## src/rtl/zx_kbd_matrix_ctrl.sv

```systemverilog
// zx_kbd_matrix_ctrl
//   Turns the PS/2 set-2 scancode byte stream from the UART receiver into the
//   ZX Spectrum 8x5 keyboard matrix. It tracks make and break codes, and it
//   answers ULA port-0xFE reads with active-low column data.
//
// Ports
//   clk        system clock
//   rst        synchronous active-high reset; clears all state
//   rx_data    scancode byte
//   rx_valid   single-cycle byte strobe; every byte is accepted
//   kbd_clear  synchronous request to release all keys and restart parsing
//   addr_hi    CPU A[15:8]; a 0 bit selects that half-row
//   kbd_cols   registered active-low column data of the selected half-rows
//   any_key    registered, high while any matrix key is pressed
//
// Build option
//   ZX_KBD_COMPOUND_EN  adds compound keys that press CAPS together with a
//                       second key: Backspace and the four arrow keys.

module zx_kbd_matrix_ctrl #(
    parameter int SEQ_TIMEOUT = 270000
) (
    input  logic       clk,
    input  logic       rst,
    input  logic [7:0] rx_data,
    input  logic       rx_valid,
    input  logic       kbd_clear,
    input  logic [7:0] addr_hi,
    output logic [4:0] kbd_cols,
    output logic       any_key
);

    localparam int TMO_W = $clog2(SEQ_TIMEOUT + 1);
    localparam logic [TMO_W-1:0] TMO_LAST = TMO_W'(SEQ_TIMEOUT - 1);

    typedef enum logic [2:0] {IDLE, BRK, EXT, EXT_BRK, SKIP} state_t;

    state_t           state, state_next;
    logic [2:0]       skip_cnt, skip_next;
    logic [TMO_W-1:0] tmo_cnt, tmo_next;
    logic [39:0]      keys;
    logic [39:0]      matrix;
    logic             do_make, do_brk, do_clear, ext_sel;
    logic [6:0]       lk;

    // Returns {hit, bit index}; the bit index is row*5 + column.
    function automatic logic [6:0] key_lookup(input logic [7:0] code, input logic ext);
        logic [6:0] r;
        r = 7'd0;
        if (ext) begin
            case (code)
                8'h14:   r = {1'b1, 6'd36};
                8'h5A:   r = {1'b1, 6'd30};
                default: r = 7'd0;
            endcase
        end else begin
            case (code)
                8'h12, 8'h59: r = {1'b1, 6'd0};
                8'h1A: r = {1'b1, 6'd1};   8'h22: r = {1'b1, 6'd2};
                8'h21: r = {1'b1, 6'd3};   8'h2A: r = {1'b1, 6'd4};
                8'h1C: r = {1'b1, 6'd5};   8'h1B: r = {1'b1, 6'd6};
                8'h23: r = {1'b1, 6'd7};   8'h2B: r = {1'b1, 6'd8};
                8'h34: r = {1'b1, 6'd9};   8'h15: r = {1'b1, 6'd10};
                8'h1D: r = {1'b1, 6'd11};  8'h24: r = {1'b1, 6'd12};
                8'h2D: r = {1'b1, 6'd13};  8'h2C: r = {1'b1, 6'd14};
                8'h16: r = {1'b1, 6'd15};  8'h1E: r = {1'b1, 6'd16};
                8'h26: r = {1'b1, 6'd17};  8'h25: r = {1'b1, 6'd18};
                8'h2E: r = {1'b1, 6'd19};  8'h45: r = {1'b1, 6'd20};
                8'h46: r = {1'b1, 6'd21};  8'h3E: r = {1'b1, 6'd22};
                8'h3D: r = {1'b1, 6'd23};  8'h36: r = {1'b1, 6'd24};
                8'h4D: r = {1'b1, 6'd25};  8'h44: r = {1'b1, 6'd26};
                8'h43: r = {1'b1, 6'd27};  8'h3C: r = {1'b1, 6'd28};
                8'h35: r = {1'b1, 6'd29};  8'h5A: r = {1'b1, 6'd30};
                8'h4B: r = {1'b1, 6'd31};  8'h42: r = {1'b1, 6'd32};
                8'h3B: r = {1'b1, 6'd33};  8'h33: r = {1'b1, 6'd34};
                8'h29: r = {1'b1, 6'd35};  8'h14: r = {1'b1, 6'd36};
                8'h3A: r = {1'b1, 6'd37};  8'h31: r = {1'b1, 6'd38};
                8'h32: r = {1'b1, 6'd39};
                default: r = 7'd0;
            endcase
        end
        return r;
    endfunction

    // Parser state register
    always_ff @(posedge clk) begin
        if (rst) begin
            state    <= IDLE;
            skip_cnt <= 3'd0;
            tmo_cnt  <= '0;
        end else begin
            state    <= state_next;
            skip_cnt <= skip_next;
            tmo_cnt  <= tmo_next;
        end
    end

    // Parser next state and byte classification; kbd_clear beats rx_valid
    always_comb begin
        state_next = state;
        skip_next  = skip_cnt;
        tmo_next   = '0;
        do_make    = 1'b0;
        do_brk     = 1'b0;
        do_clear   = 1'b0;
        ext_sel    = (state == EXT) || (state == EXT_BRK);
        if (kbd_clear) begin
            do_clear   = 1'b1;
            state_next = IDLE;
            skip_next  = 3'd0;
        end else if (rx_valid) begin
            if (rx_data == 8'h00 || rx_data == 8'hAA || rx_data == 8'hFF) begin
                do_clear   = 1'b1;
                state_next = IDLE;
                skip_next  = 3'd0;
            end else begin
                case (state)
                    IDLE: begin
                        if (rx_data == 8'hF0) state_next = BRK;
                        else if (rx_data == 8'hE0) state_next = EXT;
                        else if (rx_data == 8'hE1) begin
                            state_next = SKIP;
                            skip_next  = 3'd7;
                        end else do_make = 1'b1;
                    end
                    BRK: begin
                        do_brk     = 1'b1;
                        state_next = IDLE;
                    end
                    EXT: begin
                        if (rx_data == 8'hF0) state_next = EXT_BRK;
                        else begin
                            do_make    = 1'b1;
                            state_next = IDLE;
                        end
                    end
                    EXT_BRK: begin
                        do_brk     = 1'b1;
                        state_next = IDLE;
                    end
                    SKIP: begin
                        skip_next = skip_cnt - 3'd1;
                        if (skip_cnt <= 3'd1) state_next = IDLE;
                    end
                    default: state_next = IDLE;
                endcase
            end
        end else if (state != IDLE) begin
            // Abandon a stalled prefix sequence after SEQ_TIMEOUT quiet cycles.
            if (tmo_cnt >= TMO_LAST) begin
                state_next = IDLE;
                skip_next  = 3'd0;
            end else begin
                tmo_next = tmo_cnt + 1'b1;
            end
        end
    end

    assign lk = key_lookup(rx_data, ext_sel);

    // Direct key matrix; repeated makes and stray breaks are harmless
    always_ff @(posedge clk) begin
        if (rst || do_clear) keys <= '0;
        else if (lk[6] && do_make) keys[lk[5:0]] <= 1'b1;
        else if (lk[6] && do_brk) keys[lk[5:0]] <= 1'b0;
    end

`ifdef ZX_KBD_COMPOUND_EN
    logic [4:0] comp;
    logic [4:0] comp_hit;

    // One-hot compound key: bit0 Backspace, bit1 left, bit2 down, bit3 up, bit4 right
    always_comb begin
        comp_hit = 5'd0;
        if (!ext_sel) begin
            if (rx_data == 8'h66) comp_hit = 5'b00001;
        end else begin
            case (rx_data)
                8'h6B:   comp_hit = 5'b00010;
                8'h72:   comp_hit = 5'b00100;
                8'h75:   comp_hit = 5'b01000;
                8'h74:   comp_hit = 5'b10000;
                default: comp_hit = 5'd0;
            endcase
        end
    end

    always_ff @(posedge clk) begin
        if (rst || do_clear) comp <= 5'd0;
        else if (do_make) comp <= comp | comp_hit;
        else if (do_brk) comp <= comp & ~comp_hit;
    end

    // Compound keys are ORed over the direct matrix so a held Shift survives
    // the release of a compound key.
    always_comb begin
        matrix     = keys;
        matrix[0]  = keys[0] | (|comp);
        matrix[20] = keys[20] | comp[0];
        matrix[19] = keys[19] | comp[1];
        matrix[24] = keys[24] | comp[2];
        matrix[23] = keys[23] | comp[3];
        matrix[22] = keys[22] | comp[4];
    end
`else
    assign matrix = keys;
`endif

    logic [4:0] sel;

    always_comb begin
        sel = 5'd0;
        for (int r = 0; r < 8; r++) begin
            if (!addr_hi[r]) sel = sel | matrix[r*5 +: 5];
        end
    end

    // Registered read path
    always_ff @(posedge clk) begin
        if (rst) begin
            kbd_cols <= 5'h1F;
            any_key  <= 1'b0;
        end else begin
            kbd_cols <= ~sel;
            any_key  <= |matrix;
        end
    end

endmodule

```

## config.mk

```make
export PLATFORM = sky130hd
export DESIGN_NAME = zx_kbd_matrix_ctrl
export DESIGN_NICKNAME = d
export VERILOG_FILES = /design/src/rtl/zx_kbd_matrix_ctrl.sv
export SDC_FILE = /design/constraint.sdc
export NUM_CORES = 1
export LEC_CHECK = 0
export ABC_AREA = 1
export BUFFER_PORTS_ARGS = -buffer_cell sky130_fd_sc_hd__clkbuf_2
export CAP_MARGIN = 30
export CELL_PAD_IN_SITES_DETAIL_PLACEMENT = 2
export CELL_PAD_IN_SITES_GLOBAL_PLACEMENT = 2
export CORE_MARGIN = 4
export CORE_UTILIZATION = 33
export DETAILED_ROUTE_END_ITERATION = 10
export GPL_TIMING_DRIVEN = 0
export PLACE_DENSITY_LB_ADDON = 0.2
export SYNTH_ARGS = -nofsm -noshare
export SYNTH_HDL_FRONTEND = slang
export SYNTH_SLANG_ARGS = --single-unit
```

## constraint.sdc

```tcl
create_clock -name clk -period 2.4 [get_ports clk]
set_input_delay 0.24 -clock clk [delete_from_list [all_inputs] [get_ports clk]]
set_output_delay 0.24 -clock clk [all_outputs]
set_load 0.005 [all_outputs]
```

==> run_results.csv <==
group,metric,value,unit
yosys,yosys-top-cells-area,"dfxtp_1, nand2_1, nor2_1",
sta,finalClockSkew,12.8,ps
detailed_routing,wl,18.5,mm
cts,cts.sinks,71,
detailed_routing,vias,5315,
detailed_routing,via_per_inst,5.33,
layout,syn2layout_area_growth,16.3,%
global_routing,grt_pass1_vias,5758,
yosys,syn_nets,800,
critical_path,critical-path-max-stage-delay,270,ps
critical_path,worstPathMaxFanout,10,
yosys,syn_area_per_cell,6.09,sq um
floorplanning,die_w,127,um
critical_path,worst_r2r_path_depth,12,
global_routing,grt_pass1_wl,29.8,mm
floorplanning,floorplan.core_area,0.0139,sq mm
critical_path,start_kind,"input pin",
cts,clkTransAtPathRegs,60,ps
detailed_routing,post-route-drc-count,0,
sta,tns,0,ps
detailed_routing,wl_met2,9.27,mm
yosys,synthTopCellsByCount,"nand2_1, nor2_1, inv_1, nand3_1, dfxtp_1",
floorplanning,die_h,127,um
cts,tritoncts,"yes",
layout,nNetsFinal,842,
yosys,synthArstFlopShare,0,%
detailed_routing,wl_met1,7.88,mm
floorplanning,die-area,0.0162,sq mm
sta,finalHoldViolCount,0,
flow_run,cap_viol_max_count,0,
critical_path,required,2690,ps
yosys,yosysWarnings,0,
floorplanning,placementRows,43,
layout,fillers,1778,
floorplanning,ios,26,
cts,cts_buffer_depth,2,
yosys,synth_flop_cell,"dfxtp_1",
placement,place_congestion,0.926,
sta,layout_min_cycle_time,2200,ps
status,outcome,"completed",
critical_path,critPathSlowestCell,"ha_1",
worst_hold_path,hold_path.startpoint,"rst",
pwr,power_density,538,mW/mm^2
critical_path,path_cells,"clkbuf_2 > inv_1 > ha_1 > nor3b_2 > nand2_1 > nand3_2 > nor2_4 > nand2_1 > a21oi_4 > clkbuf_4 > nand3_1 > nand2_1 > nand2_1 > nor2_1",
detailed_routing,top_layer_used,"met4",
detailed_routing,postRouteAntennaNets,0,
sta,min_period_over_period,91.6,%
yosys,seq_area_frac_synth,30.3,%
yosys,synth_top_family_by_area,"simple AND/OR/NAND/NOR gates",
yosys,yosysTopAreaCellShare,30.3,%
layout,insertedDiodeCount,0,
cts,cts_buffers,9,
global_routing,antenna_found_initial,0,
critical_path,reg2reg_from,"state[0]$_SDFFE_PP0P_",
detailed_routing,wl_per_cell,18.6,um
global_routing,grt_max_degree,12,
critical_path,worstPathArrival,2490,ps
yosys,muxShareOfSynthArea,0,%
sta,final-max-slew-violation-count,0,
global_routing,grt_overflow,0,
yosys,synth_edf_count,0,
cts,cts_root_buffer,"clkbuf_16",
yosys,synth_compound_area_share,8.58,%
yosys,syn_area,0.00469,sq mm
layout,utilization,39.3,%
worst_hold_path,hold_path_class,"input pin to flip-flop",
placement,hpwlAfterDp,14.1,mm
layout,layout-drive-gt1-share,13.5,%
global_routing,grtUsageTotal,23.2,%
yosys,synthAdderAreaFrac,2.40,%
critical_path,reg2reg_slack,220,ps
detailed_routing,drtIter0Drc,299,
yosys,synth_simple_gate_area_share,47.7,%
yosys,synth_most_common_cell,"nand2_1",
critical_path,cpMostUsedCell,"nand2_1",
yosys,synth_xor_area_share,0.933,%
pwr,leakage,0.00254,uW
worst_hold_path,hold_end,"any_key$_SDFF_PP0_",
cts,cts_hold_buffers,0,
yosys,ys_ff_latch,71,
cts,htreeDepth,3,
yosys,synthDistinctLibCells,35,
detailed_routing,firstDrtPassIters,4,
sta,finalSetupViolCount,0,
pwr,peakVddDrop,325,uV
yosys,synth_cells,771,
placement,port_buffers,23,
cts,insertion_delay,360,ps
sta,worst_slew_pin_slew,512,ps
detailed_routing,dr_wl_met3,1.09,mm
yosys,synth_area_leader_cell,"dfxtp_1",
sta,max_slew_margin,65.9,%
worst_hold_path,min_delay_path_depth,2,
critical_path,critPathCaptureType,"flip-flop",
critical_path,criticalPathCategory,"input pin to flip-flop",
floorplanning,initial_core_util,33.8,%
sta,fmax,455,MHz
==> worst max-delay path, delay by kind of cell <==
family	cells	cell delay (ps)
AOI/OAI and AO/OA	1	230
buffers and inverters	3	520
and+or+nand+nor	9	1210
adders and majority gates	1	270
==> routing by layer <==
| metal | global-route usage (%) | vias up |
|---|---|---|
| li1 | - | 2569 |
| met1 | 29.1 | 2641 |
| met2 | 41.0 | 84 |
| met3 | 3.97 | 21 |
| met4 | 6.12 | 0 |
| met5 | 0 | - |
==> cells in the final DEF, fill, tap and decap left out, types with 5 or more instances in the layout <==
cell type  Yosys  final
a21oi_1       29     29
clkbuf_16      0      9
buf_4          6     13
nand3_1       88     87
nor3b_1        6      5
clkbuf_2       0     24
nand3_2        6      7
inv_1         88     87
o22ai_1       18     18
ha_1           9      9
buf_2          7      7
dfxtp_1       71     71
nor2_4         9     15
o21ai_0        8      8
nand2_1      221    220
nor2_1       123    120
nand2_2        4      5
inv_2          7      8
clkbuf_1       6      5
nand4_1       17     17
nor3_1         9      8
o41ai_1        5      5
==> what timing repair did <==
action	4_1_cts	5_1_grt
buffers inserted	0	8
pin swaps	0	2
hold endpoints to repair	0	0
endpoints found under the setup margin	2	52
gates resized for setup	1	20
==> cell families (layout without fill, tap and decap cells) <==
family                     count (synthesis)  in the layout
AOI/OAI and AO/OA                         69             69
DFF                                       71             71
xor gates and xnor gates                   5              5
buffers and inverters                    116            162
and+or+nand+nor                          501            501
adders and majority gates                  9              9
==> metrics by stage <==
stage	cells	setup WS, ps	hold WS [ps]	power (uW)	area, sq um
after detailed placement	974	-227	455	1550	5030
final	997	201	133	2940	5460
after global routing	997	-46.8	143	3050	5460
after CTS	989	0.202	126	2940	5330
after floorplan	771	504	312	1430	4690
after global placement	974	-125	430	1540	5030
==> cell type report <==
| class | count | area (sq um) | area share [%] |
|---|---|---|---|
| Tap cell | 180 | 225 | 4.12 |
| Inverter | 96 | 360 | 6.60 |
| Timing Repair Buffer | 31 | 173 | 3.16 |
| Buffer | 20 | 121 | 2.22 |
| Clock inverter | 3 | 42.5 | 0.779 |
| Multi-Input combinational cell | 584 | 2860 | 52.4 |
| Sequential cell | 71 | 1420 | 26.0 |
| Clock buffer | 12 | 256 | 4.70 |
==> worst max path at each step <==
stage	slack [ps]	start	to
2_1_floorplan	500	rx_data[1]	flip-flop
3_3_place_gp	-120	rx_data[1]	flip-flop
3_5_place_dp	-230	rx_data[1]	flip-flop
4_1_cts	0.2	state[0]$_SDFFE_PP0P_	flip-flop
5_1_grt	-50	tmo_cnt[0]$_SDFF_PP0_	tmo_cnt[18]$_SDFF_PP0_
6_report	200	rx_data[0]	flip-flop
==> report_power, final <==
group | leakage, uW | switching, uW | internal [uW]
Combinational | 0.00182 | 263 | 101
Sequential | 0.000572 | 1.17 | 1180
Clock | 0.000145 | 536 | 854
Total | 0.00254 | 801 | 2140
Note: power is estimated with default switching activity, not from simulation.
